`src/rtl/tawas_rf_wb_arb_if.sv`:
```
// AXI load-return and register-file write-back signals of the write-back arbiter.
// The slave modport is the arbiter's view; the master modport is the bus/register-file side.
interface tawas_rf_wb_arb_if;
    logic        RSP_VLD;
    logic        RSP_RDY;
    logic [1:0]  RSP_SLICE;
    logic [2:0]  RSP_SEL;
    logic [31:0] RSP_DATA;
    logic        AXI_LOAD_VLD;
    logic [1:0]  AXI_LOAD_SLICE;
    logic [2:0]  AXI_LOAD_SEL;
    logic [31:0] AXI_LOAD;

    modport slave (
        input  RSP_VLD, RSP_SLICE, RSP_SEL, RSP_DATA,
        output RSP_RDY, AXI_LOAD_VLD, AXI_LOAD_SLICE, AXI_LOAD_SEL, AXI_LOAD
    );

    modport master (
        output RSP_VLD, RSP_SLICE, RSP_SEL, RSP_DATA,
        input  RSP_RDY, AXI_LOAD_VLD, AXI_LOAD_SLICE, AXI_LOAD_SEL, AXI_LOAD
    );
endinterface

```
`src/rtl/tawas_rf_wb_arb.sv`:
```
// Register-file AXI load write-back arbiter: FIFOs load returns and retires them only in
// cycles without a colliding pipeline write. TAWAS_RF_WB_SCOREBOARD_EN adds the PENDING output.
module tawas_rf_wb_arb #(
    parameter int DEPTH      = 4,
    parameter int PTR_W      = 2,
    parameter int STALL_WARN = 15
) (
    input  logic             CLK,
    input  logic             RST,
    input  logic [1:0]       SLICE,
    input  logic             PC_STORE,
    input  logic             RF_IMM_VLD,
    input  logic [2:0]       RF_IMM_SEL,
    input  logic             AU_RC_VLD,
    input  logic [2:0]       AU_RC_SEL,
    input  logic             LS_PTR_UPD_VLD,
    input  logic [2:0]       LS_PTR_UPD_SEL,
    input  logic             LS_LOAD_VLD,
    input  logic [2:0]       LS_LOAD_SEL,
    tawas_rf_wb_arb_if.slave wb,
    output logic [PTR_W:0]   FIFO_CNT,
    output logic             STALL_WARN_P
`ifdef TAWAS_RF_WB_SCOREBOARD_EN
    ,
    output logic [31:0]      PENDING
`endif
);

    logic [1:0]       mem_slice [DEPTH];
    logic [2:0]       mem_sel   [DEPTH];
    logic [31:0]      mem_data  [DEPTH];
    logic [PTR_W-1:0] rd_ptr;
    logic [PTR_W-1:0] wr_ptr;
    logic [7:0]       stall_cnt;
    logic [7:0]       stall_nxt;
    logic             empty;
    logic             full;
    logic             push;
    logic             pop;
    logic             hit;
    logic             conflict;
    logic [4:0]       head_tgt;
    logic [1:0]       slice_m1;
    logic [1:0]       slice_p1;
    logic [1:0]       slice_p2;

    assign empty    = (FIFO_CNT == '0);
    assign full     = (FIFO_CNT == (PTR_W+1)'(DEPTH));
    assign push     = wb.RSP_VLD && !full;
    assign pop      = wb.AXI_LOAD_VLD;
    assign head_tgt = {mem_slice[rd_ptr], mem_sel[rd_ptr]};
    assign slice_m1 = SLICE - 2'd1;
    assign slice_p1 = SLICE + 2'd1;
    assign slice_p2 = SLICE + 2'd2;

    always_comb begin
        hit = 1'b0;
        if (PC_STORE       && head_tgt == {slice_m1, 3'd6})           hit = 1'b1;
        if (RF_IMM_VLD     && head_tgt == {slice_m1, RF_IMM_SEL})     hit = 1'b1;
        if (AU_RC_VLD      && head_tgt == {slice_p1, AU_RC_SEL})      hit = 1'b1;
        if (LS_PTR_UPD_VLD && head_tgt == {slice_p2, LS_PTR_UPD_SEL}) hit = 1'b1;
        if (LS_LOAD_VLD    && head_tgt == {SLICE, LS_LOAD_SEL})       hit = 1'b1;
    end

    assign conflict          = !empty && hit;
    assign wb.RSP_RDY        = !full;
    assign wb.AXI_LOAD_VLD   = !empty && !conflict;
    assign wb.AXI_LOAD_SLICE = mem_slice[rd_ptr];
    assign wb.AXI_LOAD_SEL   = mem_sel[rd_ptr];
    assign wb.AXI_LOAD       = mem_data[rd_ptr];

    // Stall count clears whenever the head is not blocked (popped or FIFO empty).
    always_comb begin
        stall_nxt = '0;
        if (conflict) stall_nxt = (stall_cnt == 8'hFF) ? stall_cnt : stall_cnt + 8'd1;
    end

    always_ff @(posedge CLK) begin
        if (push) begin
            mem_slice[wr_ptr] <= wb.RSP_SLICE;
            mem_sel[wr_ptr]   <= wb.RSP_SEL;
            mem_data[wr_ptr]  <= wb.RSP_DATA;
        end
    end

    always_ff @(posedge CLK) begin
        if (RST) begin
            rd_ptr       <= '0;
            wr_ptr       <= '0;
            FIFO_CNT     <= '0;
            stall_cnt    <= '0;
            STALL_WARN_P <= 1'b0;
        end else begin
            if (push) wr_ptr <= wr_ptr + 1'b1;
            if (pop)  rd_ptr <= rd_ptr + 1'b1;
            case ({push, pop})
                2'b10:   FIFO_CNT <= FIFO_CNT + 1'b1;
                2'b01:   FIFO_CNT <= FIFO_CNT - 1'b1;
                default: FIFO_CNT <= FIFO_CNT;
            endcase
            stall_cnt    <= stall_nxt;
            STALL_WARN_P <= (stall_nxt == 8'(STALL_WARN)) && (stall_cnt != 8'(STALL_WARN));
        end
    end

`ifdef TAWAS_RF_WB_SCOREBOARD_EN
    logic [PTR_W-1:0] pend_idx;

    always_comb begin
        PENDING  = '0;
        pend_idx = '0;
        for (int unsigned i = 0; i < DEPTH; i++) begin
            pend_idx = rd_ptr + PTR_W'(i);
            if ((PTR_W+1)'(i) < FIFO_CNT)
                PENDING[{mem_slice[pend_idx], mem_sel[pend_idx]}] = 1'b1;
        end
    end
`endif

endmodule
```
`src/flat_wrapper.sv`:
```
// flat-port wrapper written by rule: the top's interface ports become plain ports
module tawas_rf_wb_arb_flat 
#(
    parameter int DEPTH      = 4,
    parameter int PTR_W      = 2,
    parameter int STALL_WARN = 15
)
  (CLK, RST, SLICE, PC_STORE, RF_IMM_VLD, RF_IMM_SEL, AU_RC_VLD, AU_RC_SEL, LS_PTR_UPD_VLD, LS_PTR_UPD_SEL, LS_LOAD_VLD, LS_LOAD_SEL, FIFO_CNT, STALL_WARN_P, wb_RSP_VLD, wb_RSP_SLICE, wb_RSP_SEL, wb_RSP_DATA, wb_RSP_RDY, wb_AXI_LOAD_VLD, wb_AXI_LOAD_SLICE, wb_AXI_LOAD_SEL, wb_AXI_LOAD);
  tawas_rf_wb_arb_if wb_i ();
  input  logic CLK;
  input  logic RST;
  input  logic [1:0] SLICE;
  input  logic PC_STORE;
  input  logic RF_IMM_VLD;
  input  logic [2:0] RF_IMM_SEL;
  input  logic AU_RC_VLD;
  input  logic [2:0] AU_RC_SEL;
  input  logic LS_PTR_UPD_VLD;
  input  logic [2:0] LS_PTR_UPD_SEL;
  input  logic LS_LOAD_VLD;
  input  logic [2:0] LS_LOAD_SEL;
  output logic [PTR_W:0] FIFO_CNT;
  output logic STALL_WARN_P;
  input wire logic [$bits(wb_i.RSP_VLD)-1:0] wb_RSP_VLD;
  input wire logic [$bits(wb_i.RSP_SLICE)-1:0] wb_RSP_SLICE;
  input wire logic [$bits(wb_i.RSP_SEL)-1:0] wb_RSP_SEL;
  input wire logic [$bits(wb_i.RSP_DATA)-1:0] wb_RSP_DATA;
  output wire logic [$bits(wb_i.RSP_RDY)-1:0] wb_RSP_RDY;
  output wire logic [$bits(wb_i.AXI_LOAD_VLD)-1:0] wb_AXI_LOAD_VLD;
  output wire logic [$bits(wb_i.AXI_LOAD_SLICE)-1:0] wb_AXI_LOAD_SLICE;
  output wire logic [$bits(wb_i.AXI_LOAD_SEL)-1:0] wb_AXI_LOAD_SEL;
  output wire logic [$bits(wb_i.AXI_LOAD)-1:0] wb_AXI_LOAD;
  assign wb_i.RSP_VLD = wb_RSP_VLD;
  assign wb_i.RSP_SLICE = wb_RSP_SLICE;
  assign wb_i.RSP_SEL = wb_RSP_SEL;
  assign wb_i.RSP_DATA = wb_RSP_DATA;
  assign wb_RSP_RDY = wb_i.RSP_RDY;
  assign wb_AXI_LOAD_VLD = wb_i.AXI_LOAD_VLD;
  assign wb_AXI_LOAD_SLICE = wb_i.AXI_LOAD_SLICE;
  assign wb_AXI_LOAD_SEL = wb_i.AXI_LOAD_SEL;
  assign wb_AXI_LOAD = wb_i.AXI_LOAD;
  tawas_rf_wb_arb #(.DEPTH(DEPTH), .PTR_W(PTR_W), .STALL_WARN(STALL_WARN)) u_core (.CLK(CLK), .RST(RST), .SLICE(SLICE), .PC_STORE(PC_STORE), .RF_IMM_VLD(RF_IMM_VLD), .RF_IMM_SEL(RF_IMM_SEL), .AU_RC_VLD(AU_RC_VLD), .AU_RC_SEL(AU_RC_SEL), .LS_PTR_UPD_VLD(LS_PTR_UPD_VLD), .LS_PTR_UPD_SEL(LS_PTR_UPD_SEL), .LS_LOAD_VLD(LS_LOAD_VLD), .LS_LOAD_SEL(LS_LOAD_SEL), .wb(wb_i), .FIFO_CNT(FIFO_CNT), .STALL_WARN_P(STALL_WARN_P));
endmodule
```
`config.mk`:
```
export PLATFORM = sky130hd
export DESIGN_NAME = tawas_rf_wb_arb_flat
export DESIGN_NICKNAME = d
export VERILOG_FILES = /design/src/rtl/tawas_rf_wb_arb_if.sv /design/src/rtl/tawas_rf_wb_arb.sv /design/src/flat_wrapper.sv
export SDC_FILE = /design/constraint.sdc
export NUM_CORES = 1
export LEC_CHECK = 0
export BUFFER_PORTS_ARGS = -buffer_cell sky130_fd_sc_hd__buf_2
export CAP_MARGIN = 10
export CORE_ASPECT_RATIO = 1.75
export CORE_UTILIZATION = 45
export CTS_CLUSTER_DIAMETER = 100
export DETAILED_ROUTE_END_ITERATION = 12
export HOLD_SLACK_MARGIN = 0.05
export PLACE_DENSITY = 0.72
export SLEW_MARGIN = 20
export SYNTH_ARGS = -nofsm -noshare
export SYNTH_HDL_FRONTEND = slang
export SYNTH_SLANG_ARGS = --single-unit
```
`constraint.sdc`:
```
create_clock -name CLK -period 5.71 [get_ports CLK]
set_input_delay 0.8565 -clock CLK [delete_from_list [all_inputs] [get_ports CLK]]
set_output_delay 0.8565 -clock CLK [all_outputs]
set_load 0.02 [all_outputs]
```
==> out/results.txt <==
Status = finished, final reports clean
Final WS setup = 1.47 ns
Worst Tran Pin Value = 1.03 ns
Nets = 510
DP HPWL = 7460 µm
Initial antenna violation count = 0
Multiplexer share of the synthesized area = 0.141
Final TNS setup = 0 ns
Post-synthesis xor/xnor area fraction = 0.0317
Post-route ant nets = 0
Seq cells post-synth = 166
Compound-Gate Fraction of Synth Area = 0.0197
Die W = 93.5 µm
Main combinational cell family by area after synthesis = multiplexers
Clk root buf = clkbuf_16
Slew Viols, Final = 0
Vias in the first global route = 3,706
CTS Sinks = 166
Die height = 162 µm
Arr. time, crit path = 3.39 ns
Hold Crit Class = reg -> reg
Maximum vdd ir drop = 0.275 mV
Global placer's final weighted congestion = 0.734
Clock period minus worst slack = 4.24 ns
Ys async rst share = 0
Post-Synth Adder-Cell Area = 0.0144
First-pass iteration count of the detailed router = 4
Number of enable flip-flop cells after synthesis = 148
Drt wl/cell = 18.7 µm
CP peak stage delay = 0.89 ns
Post-place setup slack = 1.59 ns
Vias after detailed routing = 3,433
Filler instances = 1,167
Post-CTS setup buffer count = 0
Slew headroom = 0.317
Simple-Gate Fraction of Synth Area = 0.0505
N_diodes = 0
CTS buffer count = 17
Clock latency on the worst-skew pair = 0.43 ns
Port Buffer Count = 101
Pleak = 2.71 nW
TritonCTS clock tree = yes
Grt ovf = 0
Seq/Total Area, Yosys = 0.729
Synth Cell Area = 6590 µm²
Unrepaired setup endpoints after global routing = no
Worst path slowest cell = dfxtp_4
CP Launch Type = register
Initial DRC Count = 98
Commonest non-fill, non-tap cells in the layout = edfxtp_1, buf_2, mux4_2
Dpl cell area = 7270 µm²
H-tree depth = 4
Drt total wl = 11,900 µm
Achievable frequency = 0.236 GHz
Final core utilization = 0.546
Syn_nets = 401
Ports = 102
Initial core utilization = 0.459
CP endpoint kind = output pin
Die area = 15,100 µm²
Cell area after layout = 7850 µm²
Mean number of vias per cell = 5.39
Netlist cell types = 43
Hold Violations, Final = 0
Max Root-Sink Buffers = 2
Row count = 58
Resize count post-CTS = 0
Pin count of the biggest net entering global routing = 48
PwrDens = 447 nW/µm²
Final worst-path cycle share = 0.743
First-pass GRT wire length = 18,400 µm
Gr usage total = 0.167
# hold bufs at CTS = 0
Worst Skew = 0.0136 ns
Post-Syn Area per Cell = 19.7 µm²
Max Cap Viol = 0
Setup CP Type = reg -> out
Mapped Cells = 335
Setup violators final = 0
Most common cell after layout, fill and taps aside = edfxtp_1
Critical path, cell by cell = mux4_2 -> xor2_1 -> nor4bb_1 -> a31oi_1 -> o221ai_2 -> nor2_1 -> buf_2
CP required = 4.85 ns
Max FO, Critical Path = 47
Layout cell share with drive strength beyond 1 = 0.407
Reg clk slew, reported paths = 0.07 ns
Synth warn = 0
Core area = 14,400 µm²
Predominant post-synthesis flop cell = edfxtp_1
Drt drc = 0
Area growth, synth to finish = 19.1%
[registers in the layout, summed over array words and instances, names as in the netlist, named ones only]
signal               flops
u_core.mem_slice         8
u_core.stall_cnt         8
u_core.FIFO_CNT          3
u_core.wr_ptr            2
u_core.mem_data        128
u_core.mem_sel          12
u_core.STALL_WARN_P      1
u_core.rd_ptr            2
[logic make-up after synthesis]
family	count (synthesis)
flip-flops	166
multiplexers	46
adder cells (fa/ha/maj)	7
buffers and inverters	17
AO/OA/AOI/OAI	20
AND/OR/NAND/NOR	59
XOR/XNOR	20
[layer usage]
metal	global-route usage	up-vias	share of wire	routed length (µm)
li1	-	1568	-	-
met1	0.178	1728	0.38	4540
met2	0.296	114	0.54	6460
met3	0.0478	23	0.051	608
met4	0.0853	0	0.023	272
met5	0	-	0	0
[worst max-delay path, delay by kind of cell (launching register included)]
family	cells	cell delay, ns
flops	1	0.89
buf+inv	1	0.20
compound gates	2	0.50
simple gates	2	0.45
mux	1	0.61
xor+xnor	1	0.30
[Yosys cell counts (all sizes together) (3+ instances only)]
master    n  area [µm²]
and3      6        37.5
edfxtp  148        4440
clkbuf    5        18.8
xor2      9        97.6
ha        6        75.1
nand3    10        50.1
a21oi     6        30.0
nand2     9        36.3
dfxtp    18         360
buf       7        52.5
xnor2    11         111
mux2i     9        93.8
o21ai     6        30.0
nand3b    4        30.0
nor2     14        52.6
mux4     37         833
nor4bb    3        30.0
inv       5        18.8
[power by group]
group | switching, mW | internal, mW
Combinational | 0.476 | 0.373
Clock | 0.519 | 0.586
Sequential | 0.105 | 1.45
[final timing paths]
path	end	slack [ns]	cells past startpoint	startpoint
setup / recovery	wb_AXI_LOAD_VLD	1.47	7	register
hold / removal	u_core.rd_ptr[1]	0.52	2	u_core.rd_ptr[1]
setup reg to reg	u_core.FIFO_CNT[2]	1.64	11	register
hold reg to reg	u_core.rd_ptr[1]	0.52	2	u_core.rd_ptr[1]
[layout make-up]
cell class                 instances  area, µm²  area share
timing repair buffer             102        513      0.0654
clock buffer                      17        425      0.0542
inverter                           5       18.8     0.00239
tap                              180        225      0.0287
multi-input combinational        152       1700       0.216
sequential                       166       4810       0.613
clock inverter                    15        158      0.0201
[through the flow]
step | power (mW) | hold slack [ns] | instances
2_1_floorplan | 2.19 | 0.453 | 335
3_3_place_gp | 2.43 | 0.465 | 605
3_5_place_dp | 2.45 | 0.496 | 605
4_1_cts | 3.55 | 0.515 | 637
5_1_grt | 3.64 | 0.546 | 637
6_report | 3.51 | 0.517 | 637
(Power assumes the default switching activity.)
